File: src/rtl/board_label_gen.sv
// Two-stage chessboard coordinate label generator: decodes file/rank label cells and
// drives the font ROM address. Defining LABEL_HIGHLIGHT_EN adds the hl_file/hl_rank/label_hl highlight path.
module board_label_gen #(
    parameter int BOARD_X   = 256,
    parameter int BOARD_Y   = 128,
    parameter int SQ_LOG2   = 6,
    parameter int N_SQ      = 8,
    parameter int GLYPH_W   = 8,
    parameter int GLYPH_H   = 16,
    parameter int LABEL_GAP = 8,
    localparam int GW_LOG   = $clog2(GLYPH_W),
    localparam int GH_LOG   = $clog2(GLYPH_H)
) (
    input  logic              clk,
    input  logic              rst_n,
    input  logic [10:0]       hcount_in,
    input  logic [10:0]       vcount_in,
    input  logic              flip_req,
`ifdef LABEL_HIGHLIGHT_EN
    input  logic [3:0]        hl_file,
    input  logic [3:0]        hl_rank,
`endif
    output logic [10:0]       hcount_out,
    output logic [10:0]       vcount_out,
    output logic [6+GH_LOG:0] char_addr,
    output logic [GW_LOG-1:0] char_col,
    output logic              label_on
`ifdef LABEL_HIGHLIGHT_EN
    ,
    output logic              label_hl
`endif
);

    localparam int S     = 1 << SQ_LOG2;
    localparam int B     = N_SQ << SQ_LOG2;
    localparam int PAD_X = (S - GLYPH_W) / 2;
    localparam int PAD_Y = (S - GLYPH_H) / 2;
    localparam int FT_Y  = BOARD_Y - LABEL_GAP - GLYPH_H;
    localparam int FB_Y  = BOARD_Y + B + LABEL_GAP;
    localparam int RL_X  = BOARD_X - LABEL_GAP - GLYPH_W;
    localparam int RR_X  = BOARD_X + B + LABEL_GAP;

    int                xi, yi, dx, dy, off_x, off_y;
    logic              in_cols, in_rows, band_top, band_bot, col_left, col_right;
    logic              file_n, rank_n;
    logic [3:0]        idx_n;
    logic [GW_LOG-1:0] col_n;
    logic [GH_LOG-1:0] line_n;

    logic              file_q, rank_q, flip_active;
    logic [3:0]        idx_q;
    logic [GW_LOG-1:0] col_q;
    logic [GH_LOG-1:0] line_q;
    logic [10:0]       h1, v1;

    // Signed int arithmetic so pixels left of / above a bound compare as outside instead of wrapping.
    always_comb begin
        xi        = {21'd0, hcount_in};
        yi        = {21'd0, vcount_in};
        dx        = xi - BOARD_X;
        dy        = yi - BOARD_Y;
        off_x     = dx & (S - 1);
        off_y     = dy & (S - 1);
        in_cols   = (dx >= 0) && (dx < B) && (off_x >= PAD_X) && (off_x < PAD_X + GLYPH_W);
        in_rows   = (dy >= 0) && (dy < B) && (off_y >= PAD_Y) && (off_y < PAD_Y + GLYPH_H);
        band_top  = (yi >= FT_Y) && (yi < FT_Y + GLYPH_H);
        band_bot  = (yi >= FB_Y) && (yi < FB_Y + GLYPH_H);
        col_left  = (xi >= RL_X) && (xi < RL_X + GLYPH_W);
        col_right = (xi >= RR_X) && (xi < RR_X + GLYPH_W);
        file_n    = in_cols && (band_top || band_bot);
        rank_n    = in_rows && (col_left || col_right);
        idx_n     = '0;
        col_n     = '0;
        line_n    = '0;
        if (file_n) begin
            idx_n  = 4'(dx >>> SQ_LOG2);
            col_n  = GW_LOG'(off_x - PAD_X);
            line_n = GH_LOG'(yi - (band_top ? FT_Y : FB_Y));
        end else if (rank_n) begin
            idx_n  = 4'(dy >>> SQ_LOG2);
            col_n  = GW_LOG'(xi - (col_left ? RL_X : RR_X));
            line_n = GH_LOG'(off_y - PAD_Y);
        end
    end

    logic frame_start;
    assign frame_start = (hcount_in == 11'd0) && (vcount_in == 11'd0);

`ifdef LABEL_HIGHLIGHT_EN
    logic [3:0] hl_file_q, hl_rank_q;
`endif

    always_ff @(posedge clk or negedge rst_n) begin
        if (!rst_n) begin
            file_q      <= 1'b0;
            rank_q      <= 1'b0;
            idx_q       <= '0;
            col_q       <= '0;
            line_q      <= '0;
            h1          <= '0;
            v1          <= '0;
            flip_active <= 1'b0;
`ifdef LABEL_HIGHLIGHT_EN
            hl_file_q   <= '0;
            hl_rank_q   <= '0;
`endif
        end else begin
            file_q <= file_n;
            rank_q <= rank_n;
            idx_q  <= idx_n;
            col_q  <= col_n;
            line_q <= line_n;
            h1     <= hcount_in;
            v1     <= vcount_in;
            if (frame_start) begin
                flip_active <= flip_req;
`ifdef LABEL_HIGHLIGHT_EN
                hl_file_q   <= hl_file;
                hl_rank_q   <= hl_rank;
`endif
            end
        end
    end

    // Logical index k: file letter 'A'+k, rank digit '1'+k.
    int         idx_i, k_file, k_rank;
    logic [6:0] ch_n;
    logic       on_n;

    always_comb begin
        idx_i  = {28'd0, idx_q};
        k_file = flip_active ? (N_SQ - 1 - idx_i) : idx_i;
        k_rank = flip_active ? idx_i : (N_SQ - 1 - idx_i);
        ch_n   = file_q ? 7'(65 + k_file) : 7'(49 + k_rank);
        on_n   = file_q || rank_q;
    end

`ifdef LABEL_HIGHLIGHT_EN
    logic hl_n;
    assign hl_n = (file_q && (k_file == {28'd0, hl_file_q})) ||
                  (rank_q && (k_rank == {28'd0, hl_rank_q}));
`endif

    always_ff @(posedge clk or negedge rst_n) begin
        if (!rst_n) begin
            hcount_out <= '0;
            vcount_out <= '0;
            char_addr  <= '0;
            char_col   <= '0;
            label_on   <= 1'b0;
`ifdef LABEL_HIGHLIGHT_EN
            label_hl   <= 1'b0;
`endif
        end else begin
            hcount_out <= h1;
            vcount_out <= v1;
            label_on   <= on_n;
            char_addr  <= on_n ? {ch_n, line_q} : '0;
            char_col   <= on_n ? col_q : '0;
`ifdef LABEL_HIGHLIGHT_EN
            label_hl   <= on_n && hl_n;
`endif
        end
    end

endmodule

File: config.mk
export PLATFORM = sky130hd
export DESIGN_NAME = board_label_gen
export DESIGN_NICKNAME = d
export VERILOG_FILES = /design/src/rtl/board_label_gen.sv
export SDC_FILE = /design/constraint.sdc
export NUM_CORES = 1
export LEC_CHECK = 0
export ABC_AREA = 0
export BUFFER_PORTS_ARGS = -buffer_cell sky130_fd_sc_hd__buf_2
export CAP_MARGIN = 20
export CORE_UTILIZATION = 52
export CTS_CLUSTER_SIZE = 40
export DETAILED_ROUTE_END_ITERATION = 16
export PLACE_DENSITY_LB_ADDON = 0.05
export SLEW_MARGIN = 20
export SYNTH_ARGS = -nofsm -noshare
export SYNTH_HDL_FRONTEND = slang
export SYNTH_SLANG_ARGS = --single-unit
export TNS_END_PERCENT = 50
File: constraint.sdc
create_clock -name clk -period 2 [get_ports clk]
set_input_delay 0.4 -clock clk [delete_from_list [all_inputs] [get_ports clk]]
set_output_delay 0.4 -clock clk [all_outputs]
set_load 0.01 [all_outputs]
Word-level counts from Yosys, hierarchy flattened
Cells that the tools add are included.

word-level totals
  memories kept = 0
  register bits = 73
  bits in writable memories = 0
  memory bits (read-only) = 0
  output and inout bits = 37
  latch bits = 0

cells by class
  reduce and logical (&&, ||, !) cells = 18
  div/mod/pow operators = 0
  shift-type cells = 0
  $lt $le $gt $ge = 16
  multiplexer cells = 11
  add/sub/neg operators = 9
  multiply operators = 0
  equality and inequality tests = 0
  bitwise logic cells = 0

operators by type and width
  kind                     number
  $ge A12 B1 Y1 const B    2
  $lt A12 B11 Y1 const B   2
  $ge A11 B10 Y1 const B   2
  $logic_not A11 Y1        2
  $lt A11 B10 Y1 const B   2
  $mux W7                  3
  $mux W4                  4
  $add A7 B7 Y7 const A    2
  $logic_and A1 B1 Y1      13
  $ge A6 B5 Y1 const B     2
  $lt A6 B6 Y1 const B     2
  $sub A11 B8 Y12 const B  1
  $sub A11 B9 Y12 const B  1
  $ge A11 B7 Y1 const B    1
  $ge A11 B8 Y1 const B    1
  $lt A11 B7 Y1 const B    1
  $lt A11 B8 Y1 const B    1
  $mux W11                 1
  $mux W3                  3
  $sub A4 B4 Y4 const B    2
  $sub A3 B3 Y3 const B    2
  $sub A3 B4 Y5 const A    1
  $logic_or A1 B1 Y1       3

Longest topological paths before layout
  word-level depth = 8
  gate-level depth with buffers = 10
  mapped depth without buffers = 10

Worst setup path after synthesis
No wires, ideal clock.

  kind = in2reg
  start point = in hcount_in[8]
  end point = reg idx_q[0]
  cell stages on the path = 10
  arrival time = 1.707 ns
  buffers on the path = 0
  path slack = 0.165 ns
  required time = 1.873 ns
  cells stage by stage = inv_1 ha_1 xnor2_1 and3_1 ha_1 inv_1 a2111oi_4 nand2_4 inv_2 o31ai_1

on the way
  cells in the longest elaborated chain, start to end = 7
  elaborated cells on any way between the ends = 17
  those cells by class = 1 x add/sub; 6 x order compare; 2 x mux; 8 x reduce/logical

RTL lines
  element                                                 RTL line  source
  start, declared                                         16        input logic [10:0] hcount_in,
  $sub A11 B9 Y12 (*)                                     60        dx = xi - BOARD_X;
  $ge A12 B1 Y1 / $lt A12 B11 Y1 (equally long branches)  64        in_cols = (dx >= 0) && (dx < B) && (off_x >= PAD_X) && (off_x < PAD_X + GLYPH_W);
  $logic_and A1 B1 Y1 (*) (3 in a row)                    64
  $logic_and A1 B1 Y1 (*)                                 70        file_n = in_cols && (band_top || band_bot);
  via file_n                                              45        logic file_n, rank_n;
  $mux W4 (*)                                             75        if (file_n) begin
  via idx_n[0]                                            46        logic [3:0] idx_n;
  end signal, assigned                                    110       idx_q <= idx_n;
  end, declared                                           51        logic [3:0] idx_q;

Mark *: on every way through the listed nets, which the timed path passes. The rest lies on a longest branch.
A chain may end at the register's enable or synchronous reset.

Final worst setup path
  start point = in hcount_in[9]
  end point = reg idx_q[0]

The elaborated chain is that of the path after synthesis.

==> flow_metrics.py <==
metrics = {
    "synthesis": {
        "synth.top_cells.by_area": "dfrtp_1 71%, ha_1 3.4%, nor2b_1 2.2%",
        "netlist_instances": 183,
        "synthesis.nets": 215,
        "synth_compound_gate_area_share_pct": 8.16,
        "syn_avg_cell_area_um2": 14.1,
        "synth_fa_ha_area_share_pct": 3.40,
        "synth-xor-area-share_pct": 2.38,
        "yosysWarnings": 0,
        "synthMuxAreaShare_pct": 1.21,
        "ys_types": 44,
        "synth-simple-area-share_pct": 11.6,
        "synth_top_family_by_area": "simple AND/OR/NAND/NOR gates",
        "ys_ff_latch": 73,
        "netlist_area_um2": 2580,
        "ys_seq_area_share_pct": 70.9,
        "yosysTopAreaCell": "dfrtp_1",
        "synth_top_area_share_pct": 70.9,
    },
    "sta": {
        "tightestPinTransition_ps": 589,
        "slew_viol_final": 0,
        "setup_slack_ps": 257,
        "max_freq_mhz": 574,
        "setup_viol_count_final": 0,
        "rsz0062_at_grt": "no",
        "fin_crit_ps": 1740,
        "hold_viol": 0,
        "period_share_pct": 87.1,
        "slew_headroom_pct": 60.8,
        "finClkSkew_ps": 3.03,
    },
    "run_status": {
        "status": "completed",
    },
    "clock_network": {
        "clk_path_buf_depth": 2,
        "cts_made_buffers": 9,
        "htreeDepth": 3,
        "clkLatencyLatePin_ps": 330,
        "clock-sinks": 73,
        "cts_tree": "yes",
        "cts_root_buf": "clkbuf_8",
        "cts.reportedPaths.clkPinSlew_ps": 70,
        "ctsHoldBuffers": 0,
        "cts.repair.resized": 0,
        "post_cts_buffers": 0,
    },
    "placement": {
        "place_congestion": 0.775,
        "hpwl_um": 3180,
        "io_buffer_count": 61,
        "pre_cts_slack_ps": -98.1,
        "place_inst": 323,
    },
    "floorplanning": {
        "initial_core_util_pct": 54.2,
        "std_cell_rows": 25,
        "dieHeight_um": 72.4,
        "die_w_um": 72.4,
        "ios": 62,
        "die_area_um2": 5240,
        "core_um2": 4750,
    },
    "critical_path": {
        "ff2ff_setup_slack_ps": 280,
        "critical_path_class": "input port to register",
        "r2r_cells": 6,
        "end_kind": "register",
        "arrival_ps": 1950,
        "crit_chain": "buf_2 > inv_1 > ha_1 > xnor2_1 > and3_1 > ha_1 > inv_1 > a2111oi_4 > nand2_4 > inv_2 > o31ai_1",
        "rr_startpoint": "flip_active$_DFFE_PN0P_",
        "startpoint_type": "input port",
        "crit_fanout": 10,
        "crit_path_max_incr_delay_ps": 370,
        "critPathSlowestCell": "a2111oi_4",
        "r2r_end": "char_addr[8]$_DFF_PN0_",
        "crit_required_ps": 2200,
    },
    "layout": {
        "fillers": 366,
        "drive_above_1_share_pct": 36.8,
        "fin_nets": 299,
        "mostFrequentLayoutCells": "73 x dfrtp_1, 61 x buf_2, 14 x buf_4, 12 x inv_1",
        "final_common_cell": "dfrtp_1",
        "area_delta_synth_final_pct": 27.0,
        "layout.cells.non_filler": 339,
        "antenna_cells": 0,
        "final_util_pct": 68.8,
    },
    "power": {
        "combPwrFrac_pct": 6.1,
        "sequentialPowerShare_pct": 54.5,
        "internal-power_mw": 2.16,
        "vdd_drop_max_v": 0.000639,
        "p_clk_share_pct": 39.4,
        "power_leakage_nw": 1.69,
        "finalPower_mw": 2.81,
        "p_per_area_nw_per_um2": 858,
        "switchingPower_uw": 643,
        "p_sw_share_pct": 22.9,
    },
    "worst_hold_path": {
        "hold_class": "input port to async pin",
    },
    "route": {
        "wl_per_cell_um": 13.5,
        "drc": 0,
        "num_vias": 1641,
        "drt_first_pass_iters": 4,
        "drt-initial-drc-count": 79,
        "drt-vias-per-instance": 4.84,
        "totalWireLength_um": 4580,
        "drt.antenna.violating_nets": 0,
    },
    "global_route": {
        "grt_max_degree": 74,
        "track_usage_pct": 20.2,
        "grt_pass1_wl_um": 7640,
        "grt_overflow": 0,
        "antenna_found_initial": 0,
        "grt_pass1_vias": 1633,
    },
    "flow_run": {
        "cap_violations": 0,
    },
}
==> area by class of cell <==
| type | instances | area (um2) | area share, % |
|---|---|---|---|
| inverters | 13 | 48.8 | 1.49 |
| repair buffers | 76 | 430 | 13.2 |
| clock buffers | 9 | 124 | 3.79 |
| flip-flops and latches | 73 | 1830 | 55.9 |
| well taps | 67 | 83.8 | 2.56 |
| clock inverters | 7 | 68.8 | 2.10 |
| multi-input cells | 94 | 688 | 21.0 |
==> logic make-up after synthesis <==
logic type                 after synthesis
DFF                                     73
and+or+nand+nor                         51
AOI/OAI and AO/OA                       26
buffers and inverters                   16
xor gates and xnor gates                 7
adders and majority gates                7
muxes                                    3
==> flip-flops by register name, indices dropped and copies added (netlist names), 3 cells and up <==
register and cells:
h1 11, hcount_out 11, vcount_out 11, col_q 3, line_q 4, char_col 3
char_addr 11, v1 11, idx_q 4
==> routing by layer <==
layer / GRT usage, % / share of wire [%] / vias to the layer above
li1: - / - / 800
met1: 25.6 / 45 / 789
met2: 31.2 / 48 / 45
met3: 6.94 / 4.9 / 7
met4: 10.5 / 1.7 / 0
met5: 0 / 0 / -
==> worst max path at each step <==
stage | slack (ps) | from | cells after the start | endpoint
finish | 260 | hcount_in[9] | 11 | idx_q[0]$_DFF_PN0_
global route | 120 | hcount_in[8] | 11 | idx_q[0]$_DFF_PN0_
CTS | 260 | hcount_in[8] | 11 | idx_q[0]$_DFF_PN0_
detailed placement | -100 | hcount_in[8] | 11 | idx_q[0]$_DFF_PN0_
global placement | -60 | hcount_in[8] | 11 | idx_q[0]$_DFF_PN0_
floorplan | 170 | hcount_in[8] | 10 | idx_q[0]$_DFF_PN0_
==> critical path, delay by kind of cell <==
kind / cells / cell delay (ps)
simple gates: 2 / 340
compound gates: 2 / 430
buf+inv: 4 / 340
fa+ha+maj: 2 / 320
xor+xnor: 1 / 120
==> synth_stat cells (all sizes together) <==
| cell | count |
|---|---|
| a2111oi | 1 |
| a21boi | 6 |
| a21oi | 3 |
| a221oi | 1 |
| a22oi | 1 |
| a31o | 1 |
| a31oi | 1 |
| a41o | 2 |
| and2 | 1 |
| and3 | 1 |
| and4b | 1 |
| buf | 1 |
| clkbuf | 2 |
| dfrtp | 73 |
| ha | 7 |
| inv | 13 |
| mux2 | 1 |
| mux2i | 2 |
| nand2 | 9 |
| nand2b | 2 |
| nand3 | 6 |
| nand3b | 2 |
| nand4 | 1 |
| nand4b | 1 |
| nor2 | 6 |
| nor2b | 9 |
| nor3 | 3 |
| nor4 | 4 |
| nor4b | 1 |
| o21a | 1 |
| o21ai | 5 |
| o221ai | 1 |
| o22ai | 1 |
| o31ai | 2 |
| or3 | 2 |
| or4 | 1 |
| or4b | 1 |
| xnor2 | 5 |
| xor2 | 2 |
==> metrics by stage <==
step / instance area, um2 / hold WS, ps / TNS, ps
CTS: 3270 / 86.3 / 0
global placement: 3080 / 331 / -238
finish: 3270 / 76.0 / 0
detailed placement: 3080 / 335 / -532
global route: 3270 / 99.7 / 0
floorplan: 2580 / 104 / 0
==> power by group through the flow <==
| stage | logic (mW) | clock network (mW) | registers, mW |
|---|---|---|---|
| floorplan | 0.0326 | 0 | 1.57 |
| global placement | 0.174 | 0 | 1.56 |
| detailed placement | 0.175 | 0 | 1.56 |
| CTS | 0.176 | 1.14 | 1.53 |
| global route | 0.192 | 1.19 | 1.53 |
| finish | 0.172 | 1.10 | 1.53 |
Note: power is estimated with default switching activity, not from simulation.
